==> src/rtl/regfile_wb_if.sv <==
// Register file bus: write port, two operand read ports, debug read and write counter.
// The master drives requests and the slave (regfile_wb) returns read data.
interface regfile_wb_if #(
    parameter int unsigned DATA_W = 32,
    parameter int unsigned ADDR_W = 5
);
    logic              we;
    logic [ADDR_W-1:0] waddr;
    logic [DATA_W-1:0] wdata;
    logic [ADDR_W-1:0] raddr1;
    logic [ADDR_W-1:0] raddr2;
    logic [DATA_W-1:0] rdata1;
    logic [DATA_W-1:0] rdata2;
    logic              rvalid1;
    logic              rvalid2;
    logic [ADDR_W-1:0] dbg_addr;
    logic [DATA_W-1:0] dbg_data;
    logic [31:0]       wcount;

    modport master (
        output we, waddr, wdata, raddr1, raddr2, dbg_addr,
        input  rdata1, rdata2, rvalid1, rvalid2, dbg_data, wcount
    );

    modport slave (
        input  we, waddr, wdata, raddr1, raddr2, dbg_addr,
        output rdata1, rdata2, rvalid1, rvalid2, dbg_data, wcount
    );
endinterface

==> src/rtl/regfile_wb.sv <==
// Architectural register file with x0 hardwired to zero, optional write-first bypass,
// per-register written-since-reset flags, an unbypassed debug port and a saturating write counter.
module regfile_wb #(
    parameter int unsigned DATA_W = 32,
    parameter int unsigned ADDR_W = 5,
    parameter bit          BYPASS = 1'b1
) (
    input  logic          clk,
    input  logic          rst_n,
    regfile_wb_if.slave   bus
);
    localparam int unsigned DEPTH = 1 << ADDR_W;

    logic [DATA_W-1:0] r_mem [1:DEPTH-1];
    logic [DEPTH-1:1]  r_valid;
    logic [31:0]       r_wcount;

    logic              w_wr_acc;
    logic [ADDR_W-1:0] w_raddr  [2];
    logic [DATA_W-1:0] w_rdata  [2];
    logic              w_rvalid [2];

    assign w_wr_acc = bus.we && (bus.waddr != '0);

    always_ff @(posedge clk or negedge rst_n) begin
        if (!rst_n) begin
            for (int unsigned i = 1; i < DEPTH; i++) begin
                r_mem[i] <= '0;
            end
            r_valid  <= '0;
            r_wcount <= '0;
        end else if (w_wr_acc) begin
            r_mem[bus.waddr]   <= bus.wdata;
            r_valid[bus.waddr] <= 1'b1;
            if (r_wcount != '1) begin
                r_wcount <= r_wcount + 32'd1;
            end
        end
    end

    assign w_raddr[0] = bus.raddr1;
    assign w_raddr[1] = bus.raddr2;

    // Each operand port resolves x0, bypass and stored value independently.
    always_comb begin
        for (int unsigned p = 0; p < 2; p++) begin
            w_rdata[p]  = '0;
            w_rvalid[p] = 1'b1;
            if (w_raddr[p] != '0) begin
                if (BYPASS && bus.we && (bus.waddr == w_raddr[p])) begin
                    w_rdata[p]  = bus.wdata;
                    w_rvalid[p] = 1'b1;
                end else begin
                    w_rdata[p]  = r_mem[w_raddr[p]];
                    w_rvalid[p] = r_valid[w_raddr[p]];
                end
            end
        end
    end

    assign bus.rdata1   = w_rdata[0];
    assign bus.rdata2   = w_rdata[1];
    assign bus.rvalid1  = w_rvalid[0];
    assign bus.rvalid2  = w_rvalid[1];
    assign bus.dbg_data = (bus.dbg_addr == '0) ? '0 : r_mem[bus.dbg_addr];
    assign bus.wcount   = r_wcount;
endmodule
==> src/flat_wrapper.sv <==
// flat-port wrapper written by rule: the top's interface ports become plain ports
module regfile_wb_flat 
#(
    parameter int unsigned DATA_W = 32,
    parameter int unsigned ADDR_W = 5,
    parameter bit          BYPASS = 1'b1
)
  (clk, rst_n, bus_we, bus_waddr, bus_wdata, bus_raddr1, bus_raddr2, bus_dbg_addr, bus_rdata1, bus_rdata2, bus_rvalid1, bus_rvalid2, bus_dbg_data, bus_wcount);
  regfile_wb_if #(.DATA_W(DATA_W), .ADDR_W(ADDR_W)) bus_i ();
  input  logic clk;
  input  logic rst_n;
  input wire logic [$bits(bus_i.we)-1:0] bus_we;
  input wire logic [$bits(bus_i.waddr)-1:0] bus_waddr;
  input wire logic [$bits(bus_i.wdata)-1:0] bus_wdata;
  input wire logic [$bits(bus_i.raddr1)-1:0] bus_raddr1;
  input wire logic [$bits(bus_i.raddr2)-1:0] bus_raddr2;
  input wire logic [$bits(bus_i.dbg_addr)-1:0] bus_dbg_addr;
  output wire logic [$bits(bus_i.rdata1)-1:0] bus_rdata1;
  output wire logic [$bits(bus_i.rdata2)-1:0] bus_rdata2;
  output wire logic [$bits(bus_i.rvalid1)-1:0] bus_rvalid1;
  output wire logic [$bits(bus_i.rvalid2)-1:0] bus_rvalid2;
  output wire logic [$bits(bus_i.dbg_data)-1:0] bus_dbg_data;
  output wire logic [$bits(bus_i.wcount)-1:0] bus_wcount;
  assign bus_i.we = bus_we;
  assign bus_i.waddr = bus_waddr;
  assign bus_i.wdata = bus_wdata;
  assign bus_i.raddr1 = bus_raddr1;
  assign bus_i.raddr2 = bus_raddr2;
  assign bus_i.dbg_addr = bus_dbg_addr;
  assign bus_rdata1 = bus_i.rdata1;
  assign bus_rdata2 = bus_i.rdata2;
  assign bus_rvalid1 = bus_i.rvalid1;
  assign bus_rvalid2 = bus_i.rvalid2;
  assign bus_dbg_data = bus_i.dbg_data;
  assign bus_wcount = bus_i.wcount;
  regfile_wb #(.DATA_W(DATA_W), .ADDR_W(ADDR_W), .BYPASS(BYPASS)) u_core (.clk(clk), .rst_n(rst_n), .bus(bus_i));
endmodule
==> config.mk <==
export PLATFORM = sky130hd
export DESIGN_NAME = regfile_wb_flat
export DESIGN_NICKNAME = d
export VERILOG_FILES = /design/src/rtl/regfile_wb_if.sv /design/src/rtl/regfile_wb.sv /design/src/flat_wrapper.sv
export SDC_FILE = /design/constraint.sdc
export NUM_CORES = 2
export LEC_CHECK = 0
export BUFFER_PORTS_ARGS = -buffer_cell sky130_fd_sc_hd__clkbuf_2
export CORE_MARGIN = 4
export CORE_UTILIZATION = 50
export DETAILED_ROUTE_END_ITERATION = 16
export GPL_ROUTABILITY_DRIVEN = 0
export PLACE_DENSITY_LB_ADDON = 0.08
export SLEW_MARGIN = 15
export SYNTH_ARGS = -nofsm -noshare
export SYNTH_HDL_FRONTEND = slang
export SYNTH_SLANG_ARGS = --single-unit
==> constraint.sdc <==
create_clock -name clk -period 2.8 [get_ports clk]
set_input_delay 0.28 -clock clk [delete_from_list [all_inputs] [get_ports clk]]
set_output_delay 0.28 -clock clk [all_outputs]
set_load 0.005 [all_outputs]
==> summary.md <==
| Metric | Value |
|---|---|
| Fraction of synthesized cell area taken by the top area cell type | `41.07%` |
| Routed len/inst | `34.15 um` |
| Cells after DPL | `roughly 6,300` |
| R2r setup slk | `between 500 and 600 ps` |
| Total CTS buffers | `119` |
| Die X | `366.5 um` |
| F_max | `0.3288 GHz` |
| Tmin final | `approximately 3000 ps` |
| Final Util | `roughly 60%` |
| I/O pin cnt | `around 190` |
| Worst Path Arrival | `2760 ps` |
| Initial DRT Pass Iterations | `5` |
| Leak Pwr | `32.32 nW` |
| Largest cells by area after synthesis | `dfrtp_1, mux4_2, mux2_2` |
| CTS tree | `yes` |
| Worst rel slew slack | `28.13%` |
| Max cap viols | `0` |
| Largest net degree at the start of global routing | `between 100 and 150` |
| FF/Latch Area | `0.02640 sq mm` |
| Clock root buffer | `clkbuf_16` |
| Asr flop ratio synth | `100.0%` |
| Initial core utilization | `between 50% and 60%` |
| H-tree Lvls | `3` |
| Failing checks | `setup timing` |
| Sequential-to-total area share from yosys stat | `41.07%` |
| Area of the multi-input gates | `0.03665 sq mm` |
| Remaining global-route overflow | `0` |
| Clock Sinks | `~1,100` |
| Area grow syn2layout | `18.22%` |
| Total track usage | `33.53%` |
| Syn Nets | `between 4,000 and 5,000` |
| Non-Filler Instances | `6,596` |
| Top cell types by occurrence after synthesis | `dfrtp_1, mux2_2, mux4_2` |
| Max Root-Sink Buffers | `3` |
| Fin nets | `4,882` |
| Clock Skews | `10.13 ps` |
| Layout fillers | `10,010` |
| EDFF count, synth | `0` |
| Leading area contributor after synthesis | `dfrtp_1` |
| Post-synthesis cell count | `4,523` |
| Crit-path max FO | `3` |
| Worst Tran Pin Value | `1073 ps` |
| Setup ws final | `-241.4 ps` |
| Max VDD drop | `0.0006749 V` |
| Placeable core area | `0.1277 sq mm` |
| DRT iter0 DRCs | `around 4,900` |
| HPWL Detailed | `143,100 um` |
| Count of cell types in the netlist | `55` |
| Share of cells above drive strength 1 | `a little under three fifths` |
| Rows | `roughly 130` |
| Die area | `0.1344 sq mm` |
| Most frequent cell after synthesis | `dfrtp_1` |
| Pwr Density | `671.8 mW/mm^2` |
| Dpl ws | `-158.6 ps` |
| First-pass GRT wire length | `~330,000 um` |
| Predominant post-synthesis flop cell | `dfrtp_1` |
| Initial antenna violation count | `3` |
| DRC Markers | `0` |
| DIE HEIGHT | `366.5 um` |
| Status | `finished, violations left` |
| Clock slew at the register clock pins of the worst setup and hold paths | `60 ps` |
| Total wire length | `approximately 230,000 um` |
| Unrepaired setup endpoints after global routing | `true` |
| Period utilization | `108.6%` |
| Vias in the first global route | `46,560` |
| Post-synthesis cell area | `0.06428 sq mm` |
| Yosys reg bits | `1,055` |
| Syn Area/Cell | `14.21 sq um` |
| Worst min-delay path category | `in -> async` |
| Final setup viols | `68` |
| # port buffers | `around 180` |
| Clk_lat worst skew | `740 ps` |
| Critical path startpoint category | `flip-flop` |
| Vias/cell | `6.928` |
| Via count | `45,700` |
| Fin. Hold Viols | `0` |
| Ys Warns | `0` |
| Worst path required time | `2520 ps` |
| Antenna viol nets, final | `0` |
| Crit path kind | `reg -> out` |
| Slew Viols, Final | `0` |
| Critical Path End Type | `output port` |
==> registers in the layout (all words and copies together) (netlist names) <==
name / flops
u_core.r_mem: 992
u_core.bus.wcount: 32
u_core.r_valid: 31
==> cell type report <==
class,count,share of cell area (%)
Tap cell,1662,2.736
Inverter,56,0.2799
Clock inverter,47,0.7903
Antenna cell,4,0.01317
Timing Repair Buffer,667,8.532
Clock buffer,178,4.673
Multi-Input combinational cell,2927,48.23
Sequential cell,1055,34.74
==> layer usage <==
| layer | vias up | GRT usage (%) | part of all wire (%) |
|---|---|---|---|
| li1 | 18430 | - | - |
| met4 | 2 | 12.87 | 4.3 |
| met3 | 469 | 7.511 | 8.7 |
| met1 | 24490 | 47.58 | 41 |
| met2 | 2311 | 50.87 | 46 |
| met5 | - | 0 | 0.0080 |
==> cells by family (layout without fill, tap and decap cells) <==
group | after synthesis | after routing | synth area share, %
buffers and inverters | 541 | 948 | 3.663
flip-flops | 1055 | 1055 | 41.07
XOR/XNOR | 40 | 40 | 0.5450
other | 0 | 4 | 0
AO/OA/AOI/OAI | 521 | 521 | 5.600
adder cells (fa/ha/maj) | 1 | 1 | 0.01946
multiplexers | 1879 | 1879 | 45.58
AND/OR/NAND/NOR | 486 | 486 | 3.515
==> power by group <==
part	switching (W)	leakage (nW)	internal [W]
clock network	0.00677	2.05	0.00985
registers	0.00294	13.5	0.0182
logic	0.00515	16.8	0.00813
==> cell usage in the layout (no fill, tap or decap), types with 12 or more instances in the layout <==
cell type  synthesis  layout
dfrtp_1         1055    1055
mux2_2          1005     974
mux4_2           738     738
buf_4             19     324
nand2_1          217     205
o21ai_0          165     164
clkbuf_2           0     155
buf_12             0     137
mux2i_1          135     129
clkbuf_16          0     120
nor2_1            88      69
a22o_1            57      56
a221o_1           44      44
a21oi_1           72      43
inv_1             55      39
clkbuf_8           0      34
nand3_1           35      32
mux2_4             0      31
a21oi_2            0      29
o221ai_1          49      28
o211ai_1          27      27
xnor2_1           26      26
clkbuf_1         241      25
a22oi_1           24      24
clkinv_2           0      24
nor3_1            24      23
buf_6              5      23
or2_2             22      22
nand2b_1          23      21
a221oi_1          21      20
nor2_4             0      19
nor2b_1           23      16
inv_2              1      16
nand4_1           15      15
xor2_1            14      14
o221ai_2           0      14
bufinv_16          0      12
==> final timing paths <==
| check | startpoint | to | cells past startpoint |
|---|---|---|---|
| setup / recovery | u_core.r_valid[11] | bus_rvalid2 | 5 |
| hold / removal | rst_n | u_core.r_mem[345] | 2 |
| setup reg to reg | u_core.bus.wcount[21] | u_core.bus.wcount[27] | 5 |
| hold reg to reg | u_core.r_valid[19] | u_core.r_valid[19] | 1 |
| max in group asynchronous | rst_n | u_core.r_mem[773] | 3 |
| min in group clk | bus_wdata[24] | u_core.r_mem[696] | 2 |
==> repair_timing <==
action / in CTS / in global routing
pin swaps: 40 / 28
hold endpoints to repair: 284 / 0
endpoints found under the setup margin: 93 / 96
hold buffers: 7 / 0
gates resized for setup: 144 / 73
setup buffers: 64 / 24
==> per-stage QoR <==
| stage | cell area, sq um | setup TNS [ps] | power [W] | hold slack (ps) |
|---|---|---|---|---|
| 3_3_place_gp | 70320 | -1057 | 0.03340 | 267.9 |
| 4_1_cts | 75560 | -6082 | 0.05092 | 26.32 |
| 2_1_floorplan | 64280 | 0 | 0.02933 | -15.59 |
| 6_report | 75990 | -3774 | 0.05105 | 78.29 |
| 3_5_place_dp | 70320 | -990.2 | 0.03371 | 261.5 |
| 5_1_grt | 75980 | -8799 | 0.05320 | 53.07 |
==> critical path: stages (launching register included) <==
cell      delay [ps]
dfrtp_1          400
mux4_2           470
mux4_2           520
nand2_2          100
o211ai_1         310
clkbuf_2         220
Power figures use the tool's default switching activity.
